--- src/rtl/ioctl_dl_router.sv ---
// Routes hps_io ioctl bytes to power-of-two ROM regions, DIP and mod latches; sequences core reset.
// All outputs registered, one clk_sys after the ioctl sample; no backpressure, every write strobe is consumed.
module ioctl_dl_router #(
    parameter int                     REGIONS     = 4,
    parameter int                     REGION_AW   = 15,
    parameter int                     DIP_BYTES   = 8,
    parameter logic [8*DIP_BYTES-1:0] DIP_DEFAULT = '0,
    parameter int                     HOLD_CYCLES = 256,
    parameter logic [7:0]             ROM_INDEX   = 8'd0,
    parameter logic [7:0]             MOD_INDEX   = 8'd1,
    parameter logic [7:0]             DIP_INDEX   = 8'd254
) (
    input  logic                     clk_sys,
    input  logic                     reset_n,
    input  logic                     ioctl_download,
    input  logic [7:0]               ioctl_index,
    input  logic                     ioctl_wr,
    input  logic [24:0]              ioctl_addr,
    input  logic [7:0]               ioctl_dout,
    input  logic                     ext_reset,
    output logic [REGIONS-1:0]       rgn_wr,
    output logic [REGION_AW-1:0]     rgn_addr,
    output logic [7:0]               rgn_data,
    output logic [8*DIP_BYTES-1:0]   dip,
    output logic [7:0]               mod_byte,
    output logic                     core_reset,
    output logic                     rom_loading,
    output logic                     rom_loaded,
    output logic                     rom_overflow,
    output logic [24:0]              rom_bytes
);

    localparam int SEL_W = (REGIONS > 1) ? $clog2(REGIONS) : 1;
    localparam int CNT_W = (HOLD_CYCLES > 1) ? $clog2(HOLD_CYCLES) : 1;
    localparam logic [CNT_W-1:0] CNT_LOAD  = CNT_W'(HOLD_CYCLES - 1);
    localparam logic [31:0]      ROM_LIMIT = 32'(REGIONS) << REGION_AW;
    localparam logic [31:0]      DIP_LIMIT = 32'(DIP_BYTES);

    typedef enum logic [1:0] {IDLE, ROM, HOLD, RUN} state_t;

    state_t             state;
    state_t             state_nxt;
    logic [CNT_W-1:0]   cnt;
    logic [CNT_W-1:0]   cnt_nxt;
    logic               dl_q;
    logic [7:0]         cur_idx;
    logic               dl_rise;
    logic               rom_start;
    logic               rom_wr_en;
    logic               in_range;
    logic               dip_wr;
    logic               mod_wr;
    logic [SEL_W-1:0]   sel;

    // dl_q resets high so a download still active at reset release is not taken as a new start.
    assign dl_rise   = ioctl_download & ~dl_q;
    assign rom_start = dl_rise && (ioctl_index == ROM_INDEX);
    assign rom_wr_en = (state == ROM) && ioctl_wr;
    assign in_range  = {7'd0, ioctl_addr} < ROM_LIMIT;
    assign dip_wr    = ioctl_wr && (cur_idx == DIP_INDEX) && ({7'd0, ioctl_addr} < DIP_LIMIT);
    assign mod_wr    = ioctl_wr && (cur_idx == MOD_INDEX);

    generate
        if (REGIONS > 1) begin : g_sel
            assign sel = ioctl_addr[REGION_AW +: SEL_W];
        end else begin : g_sel_one
            assign sel = '0;
        end
    endgenerate

    always_comb begin
        state_nxt = state;
        cnt_nxt   = cnt;
        case (state)
            IDLE: begin
                if (rom_start) begin
                    state_nxt = ROM;
                end else begin
                    state_nxt = HOLD;
                    cnt_nxt   = CNT_LOAD;
                end
            end
            ROM: begin
                if (!ioctl_download) begin
                    state_nxt = HOLD;
                    cnt_nxt   = CNT_LOAD;
                end
            end
            HOLD: begin
                if (ext_reset) begin
                    cnt_nxt = CNT_LOAD;
                end else if (cnt == '0) begin
                    state_nxt = RUN;
                end else begin
                    cnt_nxt = cnt - 1'b1;
                end
            end
            RUN: begin
                if (rom_start) begin
                    state_nxt = ROM;
                end else if (ext_reset) begin
                    state_nxt = HOLD;
                    cnt_nxt   = CNT_LOAD;
                end
            end
            default: begin
                state_nxt = IDLE;
            end
        endcase
    end

    always_ff @(posedge clk_sys) begin
        if (!reset_n) begin
            state      <= IDLE;
            cnt        <= '0;
            dl_q       <= 1'b1;
            cur_idx    <= '0;
            core_reset <= 1'b1;
        end else begin
            state      <= state_nxt;
            cnt        <= cnt_nxt;
            dl_q       <= ioctl_download;
            core_reset <= (state_nxt != RUN) | ext_reset;
            if (dl_rise) begin
                cur_idx <= ioctl_index;
            end
        end
    end

    assign rom_loading = (state == ROM);

    always_ff @(posedge clk_sys) begin
        if (!reset_n) begin
            rgn_wr       <= '0;
            rgn_addr     <= '0;
            rgn_data     <= '0;
            rom_loaded   <= 1'b0;
            rom_overflow <= 1'b0;
            rom_bytes    <= '0;
        end else begin
            rgn_wr <= '0;
            if (state_nxt == ROM && state != ROM) begin
                rom_overflow <= 1'b0;
                rom_bytes    <= '0;
            end
            if (state == ROM && state_nxt == HOLD) begin
                rom_loaded <= 1'b1;
            end
            if (rom_wr_en) begin
                if (in_range) begin
                    rgn_wr   <= REGIONS'(1) << sel;
                    rgn_addr <= ioctl_addr[REGION_AW-1:0];
                    rgn_data <= ioctl_dout;
                    if (rom_bytes != '1) begin
                        rom_bytes <= rom_bytes + 25'd1;
                    end
                end else begin
                    rom_overflow <= 1'b1;
                end
            end
        end
    end

    always_ff @(posedge clk_sys) begin
        if (!reset_n) begin
            dip      <= DIP_DEFAULT;
            mod_byte <= '0;
        end else begin
            for (int k = 0; k < DIP_BYTES; k++) begin
                if (dip_wr && ioctl_addr == 25'(k)) begin
                    dip[8*k +: 8] <= ioctl_dout;
                end
            end
            if (mod_wr) begin
                mod_byte <= ioctl_dout;
            end
        end
    end

endmodule

--- config.mk ---
export PLATFORM = sky130hd
export DESIGN_NAME = ioctl_dl_router
export DESIGN_NICKNAME = d
export VERILOG_FILES = /design/src/rtl/ioctl_dl_router.sv
export SDC_FILE = /design/constraint.sdc
export NUM_CORES = 1
export LEC_CHECK = 0
export ABC_AREA = 1
export BUFFER_PORTS_ARGS = -buffer_cell sky130_fd_sc_hd__buf_2
export CAP_MARGIN = 10
export CORE_UTILIZATION = 45
export CTS_CLUSTER_SIZE = 24
export DETAILED_ROUTE_END_ITERATION = 7
export GPL_TIMING_DRIVEN = 0
export PLACE_DENSITY = 0.72
export SYNTH_ARGS = -nofsm -noshare
export SYNTH_HDL_FRONTEND = slang
export SYNTH_SLANG_ARGS = --single-unit
--- constraint.sdc ---
create_clock -name clk_sys -period 1.62 [get_ports clk_sys]
set_input_delay 0.162 -clock clk_sys [delete_from_list [all_inputs] [get_ports clk_sys]]
set_output_delay 0.162 -clock clk_sys [all_outputs]
set_load 0.01 [all_outputs]
# [Word-level counts from Yosys, hierarchy flattened]
# Index checks and enable logic that the tools add are counted.
[classes] n_addsub=2 n_lt_le_gt_ge=2 n_eq_ne=22 n_shift=1 n_mux=21 n_bitwise=3 reduce_logical=22
[ops] op="equality test 25 x 3 -> 1 bit, second input constant" count=4
[ops] op="2-to-1 mux 25 bit" count=4
[ops] op="equality test 25 x 2 -> 1 bit, second input constant" count=2
[ops] op="2-to-1 mux 8 bit" count=6
[ops] op="case mux 8 bit (4 select lines)" count=1
[ops] op="adder 25 x 1 -> 25 bit, second input constant" count=1
[ops] op="equality test 25 x 1 -> 1 bit, second input constant" count=1
[ops] op="zero test 25 bit" count=1
[ops] op="< comparator 25 x 18 -> 1 bit, second input constant" count=1
[ops] op="< comparator 25 x 4 -> 1 bit, second input constant" count=1
[ops] op="inequality test 25 bit, second input constant" count=1
[ops] op="zero test 8 bit" count=2
[ops] op="logical AND 1 bit" count=15
[ops] op="2-to-1 mux 2 bit" count=6
[ops] op="inequality test 2 bit, second input constant" count=5
[ops] op="equality test 8 x 1 -> 1 bit, second input constant" count=1
[ops] op="equality test 8 bit, second input constant" count=1
[ops] op="case mux 2 bit (4 select lines)" count=1
[ops] op="subtractor 8 x 1 -> 8 bit, second input constant" count=1
[ops] op="equality test 2 bit, second input constant" count=3
[ops] op="AND reduction 5 bit" count=1
[ops] op="equality test 2 x 1 -> 1 bit, second input constant" count=2
[ops] op="<< shifter 1 x 2 -> 4 bit, first input constant" count=1
[ops] op="2-to-1 mux 1 bit" count=3
[ops] op="other kinds (8)" count=8
[word_totals] reg_bits=146 input_bits=46 output_inout_bits=128 elab_cells=93

# [Logic depth before layout (Yosys ltp)]
[depth] word_depth=11 depth_mapped=11

# [Worst setup path after synthesis]
# OpenSTA, ideal clock, no wires.
[synth_path] path_type="register to register" from="reg rom_bytes[0]" to="reg rom_bytes[3]" setup_time_ns=0.118 t_arrival_ns=1.609 required_time_ns=1.502 path_slack_ns=-0.107 path_stages_with_launch=10 synth_period_minus_slack_ns=1.727 cell_sequence="dfxtp_1 ha_1 nand2_2 nor2_4 nand2_2 nor2_4 nand4_2 buf_4 a22oi_1 nor2_1"
[synth_between] elab_chain_len=4 elab_cells_between_ends=5
[synth_rtl] item="start, declared" line_no="30" source="output logic [24:0] rom_bytes"
[synth_rtl] item="start signal, assigned" line_no="155" source="rom_bytes <= rom_bytes + 25'd1;"
[synth_rtl] item="adder 25 x 1 -> 25 bit or inequality test 25 bit (tied branches)" line_no="155, 154"
[synth_rtl] item="2-to-1 mux 25 bit *" line_no="154" source="if (rom_bytes != '1) begin"
[synth_rtl] item="2-to-1 mux 25 bit *" line_no="150" source="if (in_range) begin"
[synth_rtl] item="2-to-1 mux 25 bit *" line_no="149" source="if (rom_wr_en) begin"
# Every way passes the cells marked *; elsewhere a longest branch is shown, timed or not.
# A chain may end at the register's enable or synchronous reset.

# [Final worst setup path]
[layout_path] from="reg rom_bytes[0]" to="reg rom_bytes[9]"
# The elaborated chain is that of the path after synthesis.

==> impl_metrics.ini <==
[power]
p_total_mw = 8.21
leakage_nw = 4.20
peakVddDrop_mv = 0.822
pwr_density_cell_nw_per_um2 = 889

[routing]
antenna_left = 0
drc_errors = 0
viasPerCell = 5.22
dr_total_vias = 7260
post_drt_wl_per_cell_um = 15.4
dr.pass1.iters = 7
routed_wl_mm = 21.4
drtIter0Drc = 621

[clock_network]
cts_root_buffer = clkbuf_16
cts_buffers = 17
clkLatencyLatePin_ps = 420
cts_tree = built
path_clk_slew_ps = 60
htree_num_levels = 4
clock-sinks = 146
clock_path_buffers = 2

[critical_path]
worstSetupEndpointType = flop
critPathLaunch = rom_bytes[0]
required_ps = 1980
ff2ff_setup_slack_ps = -60
r2r_start = rom_bytes[0]
worst_path_dominant_cell_family = simple AND/OR/NAND/NOR gates
cpPeakStageDelay_ps = 360
start_kind = flop
path_cells = ha_4 > nand2_4 > nor2_4 > nand2_2 > nor2_4 > nand4_4 > nand2_4 > buf_6 > o21ai_1 > nor2_1
cp.arrival_ps = 2040
critPathSlowestCell = dfxtp_4
crit_type = flop to flop
reg2reg_to = rom_bytes[9]
rr_worst_depth = 10
cp_num_cells = 10
critPathMaxFanout = 5
critPathBufInv = 1

[place]
dp_hpwl_mm = 14.9
postPlaceCellArea_um2 = 8020
place.gp.congestion = 0.914
portBuffers = 172

[global_routing]
grt_busiest_layer = met2
grtUsageMet2_pct = 43.1
grtUsageMet3_pct = 6.37
grt_max_degree = 17
grt_overflow_total = 0
grt_pass1_wl_mm = 33.8
first_global_vias = 6603
grt_usage_pct = 27.2
antenna_found_initial = 0
use_met1_pct = 35.9

[synth]
ys_top_cells_by_area = dfxtp_1 (42%), nor2_1 (10%), nand2_1 (8.7%), nand3_1 (6.5%), a21oi_1 (5.6%)
synth_area_um2 = 6910
seq_area_frac_synth_pct = 42.3
synth_flop_cell = dfxtp_1
ys_seq_elements = 146
yosysUniqueCellTypes = 37
synthArstFlopShare_pct = 0
yosys_warnings = 0
synth_fp_nets = 1012
avgSynthCellArea_um2 = 7.18
synth_top_area_cell = dfxtp_1
synth_top_area_share_pct = 42.3
synth-edff-count = 0
netlist_instances = 963

[finish]
register_area_um2 = 2950
nets = 1242
final_area_um2 = 9240
antenna_cells = 0
drive_gt1_share_pct = 28.9
multi_input_area_um2 = 3570
fillers = 1365
fin_util_pct = 62.6
final_common_cell = nor2_1
final_cell_mix = nor2_1 (184), buf_2 (174), nand2_1 (161)
syn_to_final_growth_pct = 33.7

[sta]
min_period_ps = 1680
rsz0062_at_grt = yes
fmax_ghz = 0.595
finalWorstSetupSlack_ps = -60.5
hold_viol = 0
skew_ps = 3.85
setup_viol = 13
finalSetupTns_ps = -434
maxSlewViolCount = 0
worstMarginPinSlew_ps = 712
finalCritPeriodShare_pct = 104
fin_hold_ws_ps = 16.9
slew-limit-headroom_pct = 52.6

[floorplan]
die_y_um = 126
fp.dieW_um = 126
rows = 44
die_area_um2 = 15900
io_pins = 174
coreArea_um2 = 14800
start_util_pct = 46.8

[min_path]
hold_depth = 3
hp-start = ioctl_index[1]
min_to = cur_idx[1]
hold_class = input pin to flop

[job]
maxCapViolCount = 0

[outcome]
violations = setup timing
run_status = finished, violations left
[routing by layer]
metal | part of all wire, % | wire (µm) | up-vias
li1 | - | - | 3615
met1 | 44 | 9480 | 3357
met2 | 47 | 10000 | 258
met3 | 6.9 | 1470 | 30
met4 | 2.1 | 444 | 0
met5 | 0 | 0 | -
[state kept, by name (all words and copies together) (netlist names), 4 cells and up]
| register | flops |
|---|---|
| cnt | 8 |
| cur_idx | 8 |
| dip | 64 |
| mod_byte | 8 |
| rgn_addr | 15 |
| rgn_data | 8 |
| rgn_wr | 4 |
| rom_bytes | 25 |
[Yosys cell counts (all sizes together), types with 3 or more instances]
library cell  number
a21oi             79
a22oi             22
and2               4
buf               40
clkbuf             9
clkinv             8
dfxtp            146
ha                 3
inv               59
nand2            169
nand3             95
nand3b             3
nand4             18
nor2             212
nor3              16
o21ai             61
xnor2              5
xor2               9
[through the flow]
| step | instances | setup slack, ps |
|---|---|---|
| 2_1_floorplan | 963 | 5.33 |
| 3_3_place_gp | 1319 | -207 |
| 3_5_place_dp | 1319 | -241 |
| 4_1_cts | 1376 | -26.3 |
| 5_1_grt | 1390 | -137 |
| 6_report | 1390 | -60.5 |
[worst min-delay path, cell delays in order]
cell and delay [ps]:
buf_2 100, o21ai_0 80, nor2_1 70
[kinds of logic (layout without fill, tap and decap cells)]
kind of cell,after synthesis,count (layout),share of synthesized area [%]
AND/OR/NAND/NOR,521,522,34.4
flip-flops,146,146,42.3
buffers and inverters,116,358,8.24
adder cells (fa/ha/maj),3,3,0.543
AO/OA/AOI/OAI,163,163,12.8
XOR/XNOR,14,14,1.77
[worst max-delay path by stage]
stage                          to  slack (ps)
floorplan            rom_bytes[3]           5
global placement    rom_bytes[14]        -210
detailed placement  rom_bytes[10]        -240
CTS                  rom_bytes[9]         -30
global route         rom_bytes[3]        -140
finish               rom_bytes[9]         -60
[cell type report]
| type | count | share of cell area (%) |
|---|---|---|
| Multi-Input combinational cell | 702 | 38.6 |
| Sequential cell | 146 | 31.9 |
| Timing Repair Buffer | 211 | 13.4 |
| Clock buffer | 20 | 5.05 |
| Buffer | 48 | 4.17 |
| Inverter | 67 | 2.72 |
| Tap cell | 184 | 2.49 |
| Clock inverter | 12 | 1.67 |
[where the power goes]
part | total [mW] | leakage (nW) | internal [mW] | switching, mW
Sequential | 3.65 | 1.19 | 3.62 | 0.0265
Combinational | 0.456 | 2.71 | 0.159 | 0.297
Clock | 4.11 | 0.299 | 2.55 | 1.56
[repair_timing]
action	in CTS	in global routing
endpoints found under the hold margin	14	0
gates resized for setup	28	55
pin swaps	7	11
hold buffers	13	0
gates cloned	2	1
endpoints found under the setup margin	36	109
buffers inserted	11	13
Note: power is estimated with default switching activity, not from simulation.
